**config.mk**
```make
export PLATFORM = sky130hd
export DESIGN_NAME = response_filter
export DESIGN_NICKNAME = d
export VERILOG_FILES = /design/src/rtl/response_filter.sv
export SDC_FILE = /design/constraint.sdc
export NUM_CORES = 1
export LEC_CHECK = 0
export BUFFER_PORTS_ARGS = -buffer_cell sky130_fd_sc_hd__buf_2
export CAP_MARGIN = 10
export CORE_MARGIN = 2
export CORE_UTILIZATION = 55
export CTS_BUF_LIST = sky130_fd_sc_hd__clkbuf_4
export DETAILED_ROUTE_END_ITERATION = 7
export HOLD_SLACK_MARGIN = 0.06
export MAX_ROUTING_LAYER = met4
export PLACE_DENSITY = 0.79
export SLEW_MARGIN = 10
export SYNTH_ARGS = -nofsm -noshare
export SYNTH_HDL_FRONTEND = slang
export SYNTH_SLANG_ARGS = --single-unit
```
**constraint.sdc**
```tcl
create_clock -name clk -period 3.9 [get_ports clk]
set_input_delay 0.78 -clock clk [delete_from_list [all_inputs] [get_ports clk]]
set_output_delay 0.78 -clock clk [all_outputs]
set_load 0.1 [all_outputs]
```
**src/rtl/response_filter.sv**
```systemverilog
// Tracks granted requests by ID, discards responses of flushed requests and
// delivers surviving responses, tagged with their source pipeline, through a small FWFT FIFO.
module response_filter #(
    parameter int DATA_WIDTH = 32,
    parameter int ID_WIDTH   = 4,
    parameter int FIFO_DEPTH = 4
) (
    input  logic                  clk,
    input  logic                  reset,
    input  logic                  issue_valid,
    input  logic [ID_WIDTH-1:0]   issue_id,
    input  logic                  issue_src,
    input  logic                  flush_1,
    input  logic [ID_WIDTH-1:0]   flush_id_1,
    input  logic                  flush_2,
    input  logic [ID_WIDTH-1:0]   flush_id_2,
    input  logic [DATA_WIDTH-1:0] in_data,
    input  logic [ID_WIDTH-1:0]   in_id,
    input  logic                  in_valid,
    output logic [DATA_WIDTH-1:0] out_data,
    output logic [ID_WIDTH-1:0]   out_id,
    output logic                  out_src,
    output logic                  out_valid,
    input  logic                  in_ready,
    output logic [7:0]            drop_count,
    output logic                  err_overflow,
    output logic                  err_orphan,
    output logic                  err_dup
);

    localparam int ENTRIES = 1 << ID_WIDTH;
    localparam int AW      = $clog2(FIFO_DEPTH);

    logic [ENTRIES-1:0] busy_reg,   busy_next;
    logic [ENTRIES-1:0] src_reg,    src_next;
    logic [ENTRIES-1:0] killed_reg, killed_next;

    // Per-entry update: flush kills, response retires, issue overwrites last.
    generate
        for (genvar gi = 0; gi < ENTRIES; gi++) begin : g_entry
            logic kill_1;
            logic kill_2;
            assign kill_1 = flush_1 && (flush_id_1 == ID_WIDTH'(gi)) && busy_reg[gi] && !src_reg[gi];
            assign kill_2 = flush_2 && (flush_id_2 == ID_WIDTH'(gi)) && busy_reg[gi] &&  src_reg[gi];

            always_comb begin
                busy_next[gi]   = busy_reg[gi];
                src_next[gi]    = src_reg[gi];
                killed_next[gi] = killed_reg[gi];
                if (kill_1 || kill_2) begin
                    killed_next[gi] = 1'b1;
                end
                if (in_valid && (in_id == ID_WIDTH'(gi))) begin
                    busy_next[gi] = 1'b0;
                end
                if (issue_valid && (issue_id == ID_WIDTH'(gi))) begin
                    busy_next[gi]   = 1'b1;
                    src_next[gi]    = issue_src;
                    killed_next[gi] = 1'b0;
                end
            end
        end
    endgenerate

    always_ff @(posedge clk or negedge reset) begin
        if (!reset) begin
            busy_reg   <= '0;
            src_reg    <= '0;
            killed_reg <= '0;
        end else begin
            busy_reg   <= busy_next;
            src_reg    <= src_next;
            killed_reg <= killed_next;
        end
    end

    // Response classification against the pre-update entry plus same-cycle flushes.
    logic rsp_busy;
    logic rsp_src;
    logic rsp_killed;
    logic rsp_orphan;
    logic rsp_drop;
    logic rsp_push;
    logic issue_dup;

    assign rsp_busy   = busy_reg[in_id];
    assign rsp_src    = src_reg[in_id];
    assign rsp_killed = killed_reg[in_id]
                      || (flush_1 && (flush_id_1 == in_id) && !rsp_src)
                      || (flush_2 && (flush_id_2 == in_id) &&  rsp_src);
    assign rsp_orphan = in_valid && !rsp_busy;
    assign rsp_drop   = in_valid && rsp_busy && rsp_killed;
    assign rsp_push   = in_valid && rsp_busy && !rsp_killed;
    // A request retired by a same-cycle response is not counted as a duplicate.
    assign issue_dup  = issue_valid && busy_reg[issue_id] && !(in_valid && (in_id == issue_id));

    logic [DATA_WIDTH-1:0] data_mem [FIFO_DEPTH];
    logic [ID_WIDTH-1:0]   id_mem   [FIFO_DEPTH];
    logic                  src_mem  [FIFO_DEPTH];

    logic [AW:0] wr_ptr_reg;
    logic [AW:0] rd_ptr_reg;
    logic        fifo_empty;
    logic        fifo_full;
    logic        fifo_pop;
    logic        fifo_push;
    logic        fifo_lost;

    assign fifo_empty = (wr_ptr_reg == rd_ptr_reg);
    assign fifo_full  = (wr_ptr_reg[AW-1:0] == rd_ptr_reg[AW-1:0]) && (wr_ptr_reg[AW] != rd_ptr_reg[AW]);
    assign fifo_pop   = !fifo_empty && in_ready;
    assign fifo_push  = rsp_push && (!fifo_full || fifo_pop);
    assign fifo_lost  = rsp_push && fifo_full && !fifo_pop;

    always_ff @(posedge clk) begin
        if (fifo_push) begin
            data_mem[wr_ptr_reg[AW-1:0]] <= in_data;
            id_mem[wr_ptr_reg[AW-1:0]]   <= in_id;
            src_mem[wr_ptr_reg[AW-1:0]]  <= rsp_src;
        end
    end

    always_ff @(posedge clk or negedge reset) begin
        if (!reset) begin
            wr_ptr_reg   <= '0;
            rd_ptr_reg   <= '0;
            drop_count   <= '0;
            err_overflow <= 1'b0;
            err_orphan   <= 1'b0;
            err_dup      <= 1'b0;
        end else begin
            if (fifo_push) begin
                wr_ptr_reg <= wr_ptr_reg + 1'b1;
            end
            if (fifo_pop) begin
                rd_ptr_reg <= rd_ptr_reg + 1'b1;
            end
            if (rsp_drop && (drop_count != 8'hFF)) begin
                drop_count <= drop_count + 8'd1;
            end
            if (fifo_lost) begin
                err_overflow <= 1'b1;
            end
            if (rsp_orphan) begin
                err_orphan <= 1'b1;
            end
            if (issue_dup) begin
                err_dup <= 1'b1;
            end
        end
    end

    // Head is gated so the outputs read zero whenever the FIFO is empty.
    assign out_valid = !fifo_empty;
    assign out_data  = out_valid ? data_mem[rd_ptr_reg[AW-1:0]] : '0;
    assign out_id    = out_valid ? id_mem[rd_ptr_reg[AW-1:0]]   : '0;
    assign out_src   = out_valid ? src_mem[rd_ptr_reg[AW-1:0]]  : 1'b0;

endmodule

```
==> summary.txt <==
Layout
  – Fillers: 1193
  – Finished Cell Area: 0.0108 mm2
  – Flip-flop count of the largest register after layout: 128
  – Final nets: 794
  – Area Growth Syn to Fin: 15.8%
  – Layout cells sized above 1: 36.4%

Floorplan
  – Die W: 134 um
  – Initial core utilization: 56.3%
  – Std cell rows: 47
  – Die Area: 0.0180 mm2
  – Die span in y: 134 um
  – CORE AREA: 0.0166 mm2
  – IO Pins: 105

STA
  – Final Hold Fails: 0
  – Final Slew Violations: 0
  – Min Tclk post-route: 3.50 ns
  – Skew final: 0.0507 ns
  – RSZ-0062 raised after global routing: false
  – Fmax: 0.286 GHz
  – Final setup viols: 0
  – Period utilization: 89.8%
  – Worst-Margin Slew: 0.790 ns
  – Slew headroom: 47.3%

Routing
  – WL/cell: 20.6 um
  – Post-route ant nets: 0
  – Vias per cell: 5.89
  – Total number of vias: 5845
  – 1st-iter DRT viols: 409
  – First-pass detailed-route iteration total: 6
  – Final WL: 20400 um
  – DRC viols: 0

Worst setup path
  – Worst Path Max Fanout: 26
  – Reg2reg path depth: 7
  – Worst r2r src: src_reg[1]$_DFFE_PN0P_
  – Setup crit start: wr_ptr_reg[1]$_DFFE_PN0P_
  – CP Data Arrival Time: 2.72 ns
  – CP endpoint: out_src
  – R2R Setup Slk: 1.04 ns
  – Type of the worst setup path: reg -> out
  – Worst EP required: 3.12 ns
  – Worst Setup Start Kind: flip-flop
  – CP Capture Type: primary output
  – Worst reg2reg endpoint: data_mem[1][28]$_DFFE_PP_

Logic synthesis
  – Commonest cells in the netlist: edfxtp_1 (148), dfrtp_1 (65), mux4_2 (50), nor2b_1 (42), nor2_1 (34)
  – Ys Warns: 0
  – Synth unique cells: 43
  – Synthesized area: 0.00933 mm2
  – Post-synthesis async set-or-reset flop share: 30.5%
  – Synth Flop Type: edfxtp_1
  – Synth Instances: 587
  – Post-synth EDFFs: 148
  – Yosys top cell area share: 47.6%
  – Area contributors post-synth: edfxtp_1 (48%), dfrtp_1 (17%), mux4_2 (12%), nor2b_1 (2.8%), mux2_2 (2.3%)
  – Synth area leader: edfxtp_1
  – Synth Area per Inst: 15.9 um2
  – Seq/Total Area, Yosys: 65.0%
  – Most common cell in the netlist: edfxtp_1
  – Syn_nets: 649
  – Seq cells post-synth: 213

Clocking
  – Max Root-Sink Buffers: 3
  – Clk root buf: clkbuf_4
  – Total CTS buffers: 53
  – CTS sink count: 213
  – Hold buffers post-CTS: 0
  – TritonCTS clock tree: yes
  – Clock Latency Late Sink: 0.66 ns
  – Worst-path clk slew: 0.06 ns
  – CTS H-tree depth: 2
  – Post-cts resize count: 0
  – Setup repair bufs after CTS: 0

Placed design
  – RD Place Congestion: 1.00
  – Post-DP HPWL: 13900 um
  – Count of input and output buffers: 104
  – Placed cell areas: 0.0102 mm2

Global routing
  – Met1 Usage GRT: 29.0%
  – Met3 Usage GRT: 4.54%
  – First-pass GRT wire length: 31600 um
  – Largest net degree at the start of global routing: 40
  – Vias in the first global route: 5981
  – Met2 usage: 38.8%
  – Grt peak-use layer: met2
  – Remaining global-route overflow: 0
  – Initial antenna violation count: 1
  – GRT Overall Usage: 23.8%

Worst hold path
  – Min-Delay Path Class: in -> async

Outcome
  – Status: finished clean

Job
  – Maxcap violations: 0
routing by layer:
layer / vias up / part of all wire [%]
li1: 2606 / -
met1: 2903 / 40
met2: 283 / 50
met3: 53 / 6.6
met4: 0 / 3.1
met5: - / 0
worst max-delay path: stages (launching register included):
cell and delay [ns]:
dfrtp_1 0.44, xnor2_1 0.23, and3_1 0.53, buf_4 0.40, nor2b_1 0.14, buf_2 0.31
kinds of logic after synthesis:
logic type	share of synthesized area, %
flip-flops	65.0
AND/OR/NAND/NOR	9.04
multiplexers	16.2
AO/OA/AOI/OAI	4.80
buffers and inverters	1.84
XOR/XNOR	2.25
adder cells (fa/ha/maj)	0.804
cell type report:
cell class	count	area [um2]	share of cell area, %
Multi-Input combinational cell	336	3110	28.8
Inverter	9	33.8	0.313
Clock inverter	21	85.1	0.787
Sequential cell	213	6070	56.2
Antenna cell	2	5.00	0.0463
Timing Repair Buffer	119	671	6.21
Tap cell	220	275	2.55
Clock buffer	73	548	5.07
cells in the final DEF (no fill, tap or decap), types with 14 or more instances in the layout:
| cell type | n |
|---|---|
| xnor2_1 | 14 |
| mux4_2 | 50 |
| mux2_2 | 19 |
| nand2_1 | 23 |
| edfxtp_1 | 148 |
| dfrtp_1 | 63 |
| clkbuf_4 | 73 |
| nor2b_1 | 42 |
| clkinv_1 | 18 |
| a21oi_1 | 20 |
| nand3_1 | 16 |
| nor2_1 | 31 |
| buf_2 | 104 |
| o21ai_0 | 25 |
worst min-delay path by stage:
stage	endpoint	slack, ns
final	busy_reg[9]$_DFFE_PN0P_	0.22
after global routing	busy_reg[9]$_DFFE_PN0P_	0.21
after CTS	err_orphan$_DFFE_PN0P_	0.17
after detailed placement	err_dup$_DFFE_PN0P_	0.47
after global placement	err_dup$_DFFE_PN0P_	0.47
after floorplan	killed_reg[10]$_DFFE_PN0P_	0.46
per-stage QoR:
step / hold slack (ns) / utilization, % / setup WS, ns / cells / TNS [ns]
after CTS: 0.173 / 65.1 / 0.280 / 991 / 0
after global placement: 0.474 / 61.3 / 0.342 / 897 / 0
after detailed placement: 0.468 / 61.3 / 0.301 / 897 / 0
after floorplan: 0.457 / - / -0.0395 / 587 / -4.39
final: 0.215 / 65.2 / 0.398 / 993 / 0
after global routing: 0.212 / 65.2 / 0.237 / 993 / 0
Power is not shown: default switching activity piles up to over one toggle a cycle in this logic, so the estimate is an artifact.
